File: config.mk
export PLATFORM = sky130hd
export DESIGN_NAME = panda_mem_arbiter
export DESIGN_NICKNAME = d
export VERILOG_FILES = /design/src/rtl/panda_mem_arbiter.sv
export SDC_FILE = /design/constraint.sdc
export NUM_CORES = 1
export LEC_CHECK = 0
export ABC_AREA = 0
export CORE_AREA = 2 2 106 108
export CTS_CLUSTER_SIZE = 25
export DETAILED_ROUTE_END_ITERATION = 7
export DIE_AREA = 0 0 108 110
export DONT_BUFFER_PORTS = 1
export GPL_ROUTABILITY_DRIVEN = 0
export PLACE_DENSITY_LB_ADDON = 0.3
export SYNTH_ARGS = -nofsm -noshare
export SYNTH_HDL_FRONTEND = slang
export SYNTH_SLANG_ARGS = --single-unit
File: constraint.sdc
create_clock -name clk_i -period 4 [get_ports clk_i]
set_input_delay 1.2 -clock clk_i [delete_from_list [all_inputs] [get_ports clk_i]]
set_output_delay 1.2 -clock clk_i [all_outputs]
set_load 0.03 [all_outputs]
File: src/rtl/panda_mem_arbiter.sv
// panda_mem_arbiter: shares one single-ported memory bus between the
// instruction-fetch port and the load/store port, one transaction at a time.
module panda_mem_arbiter #(
    parameter int unsigned MAX_DATA_STREAK = 4
) (
    input  logic        clk_i,
    input  logic        rst_i,
    input  logic        instr_req_i,
    input  logic [31:0] instr_addr_i,
    output logic        instr_gnt_o,
    output logic        instr_rvalid_o,
    output logic [31:0] instr_rdata_o,
    input  logic        data_req_i,
    input  logic [31:0] data_addr_i,
    input  logic [3:0]  data_we_i,
    input  logic [31:0] data_wdata_i,
    output logic        data_gnt_o,
    output logic        data_rvalid_o,
    output logic [31:0] data_rdata_o,
    output logic        mem_req_o,
    output logic [31:0] mem_addr_o,
    output logic [3:0]  mem_we_o,
    output logic [31:0] mem_wdata_o,
    input  logic        mem_gnt_i,
    input  logic        mem_rvalid_i,
    input  logic [31:0] mem_rdata_i,
    output logic        spurious_o
);

    typedef enum logic [1:0] {
        ST_IDLE,
        ST_ADDR,
        ST_RESP
    } state_t;

    localparam logic [3:0] STREAK_MAX = 4'(MAX_DATA_STREAK);

    state_t      r_state;
    state_t      w_state_nxt;
    logic        r_owner_data;
    logic [3:0]  r_streak;
    logic        r_mem_req;
    logic [31:0] r_mem_addr;
    logic [3:0]  r_mem_we;
    logic [31:0] r_mem_wdata;
    logic        r_spurious;

    logic        w_any_req;
    logic        w_sat;
    logic        w_pick_data;
    logic        w_start;
    logic        w_in_addr;
    logic        w_in_resp;

    assign w_any_req   = instr_req_i | data_req_i;
    assign w_sat       = (r_streak >= STREAK_MAX);
    // Data wins ties unless it has starved the fetch port long enough.
    assign w_pick_data = data_req_i & ~(instr_req_i & w_sat);
    assign w_start     = (r_state == ST_IDLE) & w_any_req;
    assign w_in_addr   = (r_state == ST_ADDR);
    assign w_in_resp   = (r_state == ST_RESP);

    // State register; reset abandons any outstanding transaction.
    always_ff @(posedge clk_i or posedge rst_i) begin
        if (rst_i) begin
            r_state <= ST_IDLE;
        end else begin
            r_state <= w_state_nxt;
        end
    end

    // Next-state logic: one request, one grant, one response.
    always_comb begin
        w_state_nxt = r_state;
        unique case (r_state)
            ST_IDLE: if (w_any_req)    w_state_nxt = ST_ADDR;
            ST_ADDR: if (mem_gnt_i)    w_state_nxt = ST_RESP;
            ST_RESP: if (mem_rvalid_i) w_state_nxt = ST_IDLE;
            default:                   w_state_nxt = ST_IDLE;
        endcase
    end

    // Latch the winner's attributes and hold them until memory grants.
    always_ff @(posedge clk_i or posedge rst_i) begin
        if (rst_i) begin
            r_mem_req    <= 1'b0;
            r_mem_addr   <= 32'h0;
            r_mem_we     <= 4'h0;
            r_mem_wdata  <= 32'h0;
            r_owner_data <= 1'b0;
        end else if (w_start) begin
            r_mem_req    <= 1'b1;
            r_owner_data <= w_pick_data;
            if (w_pick_data) begin
                r_mem_addr  <= data_addr_i;
                r_mem_we    <= data_we_i;
                r_mem_wdata <= data_wdata_i;
            end else begin
                r_mem_addr  <= instr_addr_i;
                r_mem_we    <= 4'h0;
                r_mem_wdata <= 32'h0;
            end
        end else if (w_in_addr && mem_gnt_i) begin
            r_mem_req <= 1'b0;
        end
    end

    // Count data wins that left a fetch waiting; any other win clears it.
    always_ff @(posedge clk_i or posedge rst_i) begin
        if (rst_i) begin
            r_streak <= 4'h0;
        end else if (w_start) begin
            if (w_pick_data && instr_req_i) begin
                if (!w_sat) begin
                    r_streak <= r_streak + 4'h1;
                end
            end else begin
                r_streak <= 4'h0;
            end
        end
    end

    // Sticky flag for responses that no transaction was waiting for.
    always_ff @(posedge clk_i or posedge rst_i) begin
        if (rst_i) begin
            r_spurious <= 1'b0;
        end else if (mem_rvalid_i && !w_in_resp) begin
            r_spurious <= 1'b1;
        end
    end

    assign mem_req_o      = r_mem_req;
    assign mem_addr_o     = r_mem_addr;
    assign mem_we_o       = r_mem_we;
    assign mem_wdata_o    = r_mem_wdata;
    assign spurious_o     = r_spurious;

    assign instr_gnt_o    = w_in_addr & mem_gnt_i & ~r_owner_data;
    assign data_gnt_o     = w_in_addr & mem_gnt_i & r_owner_data;
    assign instr_rvalid_o = w_in_resp & mem_rvalid_i & ~r_owner_data;
    assign data_rvalid_o  = w_in_resp & mem_rvalid_i & r_owner_data;
    assign instr_rdata_o  = mem_rdata_i;
    assign data_rdata_o   = mem_rdata_i;

endmodule

Yosys cells after proc, flatten, opt, wreduce, memory -nomap -nowiden
Cells that the tools add are included.
{ "word_totals": {"reg_bits": 77, "output_inout_bits": 138, "wordCells": 47, "in_bits": 138} }
{ "op_classes": {"mux": 11, "bitwise": 12, "add_sub_neg": 1, "n_lt_le_gt_ge": 1, "eq_ne": 6, "reduce_logical": 8} }
{ "ops": {"columns": ["cell", "n"], "rows": [
  ["two-way mux 32 bit", 2],
  ["two-way mux 4 bit", 3],
  ["bitwise AND 1 bit", 9],
  ["inequality test 2 bit (second input constant)", 4],
  ["two-way mux 2 bit", 3],
  ["case mux 2 bit (3 select lines)", 1],
  ["adder 4 x 1 -> 4 bit (second input constant)", 1],
  ["greater-or-equal comparator 4 x 3 -> 1 bit (second input constant)", 1],
  ["logical AND 1 bit", 3],
  ["AND reduction 3 bit", 1],
  ["== test 2 x 1 -> 1 bit (second input constant)", 1],
  ["== test 2 bit (second input constant)", 1],
  ["logical NOT 2 bit", 1],
  ["two-way mux 1 bit", 2],
  ["inverter 1 bit", 2],
  ["AND reduction 2 bit", 1],
  ["nonzero test 2 bit", 1],
  ["logical NOT 1 bit", 1],
  ["bitwise OR 1 bit", 1]
]} }

Depth between registers and ports, before layout
{ "depth": {"word_depth": 7, "ltp_mapped": 7, "mapped_depth_nobuf": 3} }

Worst setup path after synthesis
No wires, ideal clock.
{ "synth_timing": {"kind": "input -> output", "from": "input port mem_rvalid_i", "to": "output port data_rvalid_o", "required_ps": 2800, "stages": 2, "arrival_time_ps": 1933, "setup_slack_ps": 867, "n_path_buf": 0, "cell_sequence": "inv_1 -> nor3_1"} }
{ "synth_via": {"elab_chain_len": 2} }
{ "synth_lines": {"columns": ["element", "line_no", "text"], "rows": [
  ["start: declaration", "25", "input logic mem_rvalid_i,"],
  ["bitwise AND 1 bit (2 in a row)", "141", "assign data_rvalid_o = w_in_resp & mem_rvalid_i & r_owner_data;"],
  ["end: declaration", "18", "output logic data_rvalid_o,"]
]} }
No other way between the ends.

Worst setup path in the final report
{ "layout_timing": {"from": "input port mem_gnt_i", "to": "output port instr_gnt_o"} }
{ "layout_via": {"elab_chain_len": 2} }
{ "layout_lines": {"columns": ["element", "line_no", "text"], "rows": [
  ["start: declaration", "24", "input logic mem_gnt_i,"],
  ["bitwise AND 1 bit (2 in a row)", "138", "assign instr_gnt_o = w_in_addr & mem_gnt_i & ~r_owner_data;"],
  ["end: declaration", "10", "output logic instr_gnt_o,"]
]} }
No other way between the ends.

==> results.sh <==
export IMPL_outcome="finished, final reports clean"
export IMPL_arrival_ns=1.79
export IMPL_relSlewSlack_pct=20.7
export IMPL_fillers=1059
export IMPL_insertedDiodeCount=0
export IMPL_peakVddDrop_uv=288
export IMPL_ys_seq_elements=77
export IMPL_root_buffer="clkbuf_8"
export IMPL_cp_max_fo=4
export IMPL_first_pass_iters=6
export IMPL_synth_top_family_by_area="buffers and inverters"
export IMPL_io_buffers=0
export IMPL_syn_to_final_growth_pct=-7.03
export IMPL_postSynthAreaPerCell_um2=10.0
export IMPL_synth_compound_area_share_pct=12.9
export IMPL_overflow=0
export IMPL_synth_warnings=0
export IMPL_ys_flop_type="dfrtp_1"
export IMPL_htreeDepth=3
export IMPL_synthAdderAreaFrac_pct=0.299
export IMPL_hold_viol=0
export IMPL_numCtsBuffers=9
export IMPL_layout_nets=470
export IMPL_ctsResizeCount=0
export IMPL_yosys_mux_area_fraction_pct=0.479
export IMPL_critPathRequiredTime_ns=2.80
export IMPL_num_rows=38
export IMPL_crit_family="simple AND/OR/NAND/NOR gates"
export IMPL_setup_tns_ns=0
export IMPL_totalWireLength_mm=10.1
export IMPL_start_util_pct=39.1
export IMPL_max_freq_mhz=334
export IMPL_pin_count=276
export IMPL_antenna_found_initial=0
export IMPL_cts_hold_buf=0
export IMPL_crit_start="mem_gnt_i"
export IMPL_rr_startpoint="r_state[0]"
export IMPL_synth_area_um2=4180
export IMPL_worstSetupPathType="input port to output port"
export IMPL_vias_per_cell=5.92
export IMPL_drive_gt1_share_pct=9.25
export IMPL_yosys_area_share_simple_pct=19.8
export IMPL_end_kind="output port"
export IMPL_grt_setup_unrepaired="no"
export IMPL_grt_pass1_vias=2889
export IMPL_wl_per_cell_um=21.3
export IMPL_fin_crit_ns=2.99
export IMPL_die_area_um2=11900
export IMPL_syn_nets=556
export IMPL_synth_edf_count=0
export IMPL_mostFrequentLayoutCells="77 x dfrtp_1, 40 x inv_1, 38 x nand4_1, 32 x and4_1, 32 x a221o_1"
export IMPL_p_leak_nw=1.74
export IMPL_crit_chain="nand3b_1 -> nor2_1"
export IMPL_slowest_stage="nor2_1"
export IMPL_postCtsSetupRepairBufs=0
export IMPL_remaining_drc_errors=0
export IMPL_grt_pass1_wl_mm=15.1
export IMPL_grt_start_max_net_pins=74
export IMPL_cts_num_sinks=77
export IMPL_clkTransAtPathRegs_ns=0.07
export IMPL_critPathLaunchType="input port"
export IMPL_drtIter0Drc=307
export IMPL_period_share_pct=74.8
export IMPL_cts_path_max_buffers=2
export IMPL_synth_xor_area_share_pct=0
export IMPL_die_w_um=108
export IMPL_min_from="r_streak[0]"
export IMPL_hold_class="flop to flop"
export IMPL_grt_total_usage_pct=16.6
export IMPL_power_density_nw_per_um2=899
export IMPL_syn_inst=417
export IMPL_die_h_um=110
export IMPL_drv_cap=0
export IMPL_final_antenna_net_count=0
export IMPL_timing_worst_slew_pin_value_ns=1.19
export IMPL_max_stage_delay_ns=0.47
export IMPL_synth_seq_area_share_pct=46.1
export IMPL_drv_slew=0
export IMPL_hpwlAfterDp_mm=6.34
export IMPL_skew_ns=0.0168
export IMPL_cts_tree="yes"
export IMPL_finalPower_mw=3.49
export IMPL_cp_num_buf_inv=0
export IMPL_yosys_cell_types_count=30
export IMPL_core_area_um2=10700
export IMPL_setup_violations=0
export IMPL_vias=2814
export IMPL_async_flop_share_pct=100
export IMPL_layout_commonest_cell="dfrtp_1"
export IMPL_clk_latency_ns=0.35
## cell usage after synthesis, types with 2 or more instances
| library cell | n | area share [%] |
|---|---|---|
| and3_4 | 4 | 1.1 |
| mux2i_1 | 2 | 0.48 |
| a221o_1 | 32 | 7.7 |
| nor2_1 | 2 | 0.18 |
| and3_1 | 28 | 4.2 |
| nand4_1 | 38 | 5.7 |
| nand2_1 | 3 | 0.27 |
| clkbuf_1 | 25 | 2.2 |
| dfrtp_1 | 77 | 46 |
| buf_6 | 8 | 2.2 |
| o21ai_0 | 29 | 3.5 |
| nor3_1 | 2 | 0.24 |
| buf_2 | 5 | 0.60 |
| buf_4 | 65 | 12 |
| o21ai_1 | 10 | 1.2 |
| and4_1 | 32 | 6.7 |
| nand2b_1 | 2 | 0.30 |
| inv_1 | 41 | 3.7 |
## area by class of cell
cell class / count / area [µm²] / area share, %
Clock buffer: 9 / 124 / 3.19
Sequential cell: 77 / 1930 / 49.6
Clock inverter: 6 / 41.3 / 1.06
Tap cell: 140 / 175 / 4.51
Multi-Input combinational cell: 195 / 1410 / 36.3
Inverter: 41 / 155 / 3.99
Timing Repair Buffer: 7 / 52.6 / 1.35
## kinds of logic (layout without fill, tap and decap cells)
| family | Yosys count | in the layout |
|---|---|---|
| mux | 2 | 2 |
| simple gates | 118 | 118 |
| compound gates | 74 | 74 |
| flops | 77 | 77 |
| fa+ha+maj | 1 | 1 |
| buf+inv | 145 | 63 |
## power by group
part	leakage, nW	switching (mW)	internal, mW
Combinational	0.706	0.551	0.408
Sequential	0.959	0.904	1.12
Clock	0.0771	0.295	0.220
Total	1.74	1.75	1.74
## final timing paths
path / slack, ns / depth (start not counted) / endpoint
min in group asynchronous: 0.86 / 1 / mem_addr_o[17]
worst min-delay path: 0.48 / 1 / r_streak[0]
max in group asynchronous: 2.22 / 2 / mem_addr_o[2]
worst max register to register: 1.57 / 4 / mem_addr_o[1]
worst max-delay path: 1.01 / 2 / instr_gnt_o
worst min register to register: 0.48 / 1 / r_streak[0]
## per-stage QoR
stage	setup WS [ns]	instances	instance area, µm²	hold WS [ns]	utilization (%)
6_report	1.01	475	3890	0.481	36.3
5_1_grt	0.942	475	3890	0.501	36.3
4_1_cts	1.02	475	3890	0.487	36.3
3_5_place_dp	1.01	460	3720	0.477	34.8
3_3_place_gp	1.03	460	3720	0.468	34.8
2_1_floorplan	0.833	417	4180	0.457	-
## layer usage
| metal | routed length (µm) | share of wire [%] | global-route usage, % | vias up |
|---|---|---|---|---|
| li1 | - | - | - | 1277 |
| met1 | 4090 | 40 | 19.4 | 1363 |
| met2 | 4750 | 47 | 27.1 | 156 |
| met3 | 1140 | 11 | 6.88 | 18 |
| met4 | 142 | 1.4 | 6.87 | 0 |
| met5 | 0 | 0 | 0 | - |
## registers in the layout (all words and copies together), names as in the netlist
signal and count:
r_owner_data 1, mem_addr_o 32, mem_wdata_o 32, r_state 2, spurious_o 1, mem_req_o 1
mem_we_o 4, r_streak 4
No activity file was read; power rests on OpenSTA's default activity.
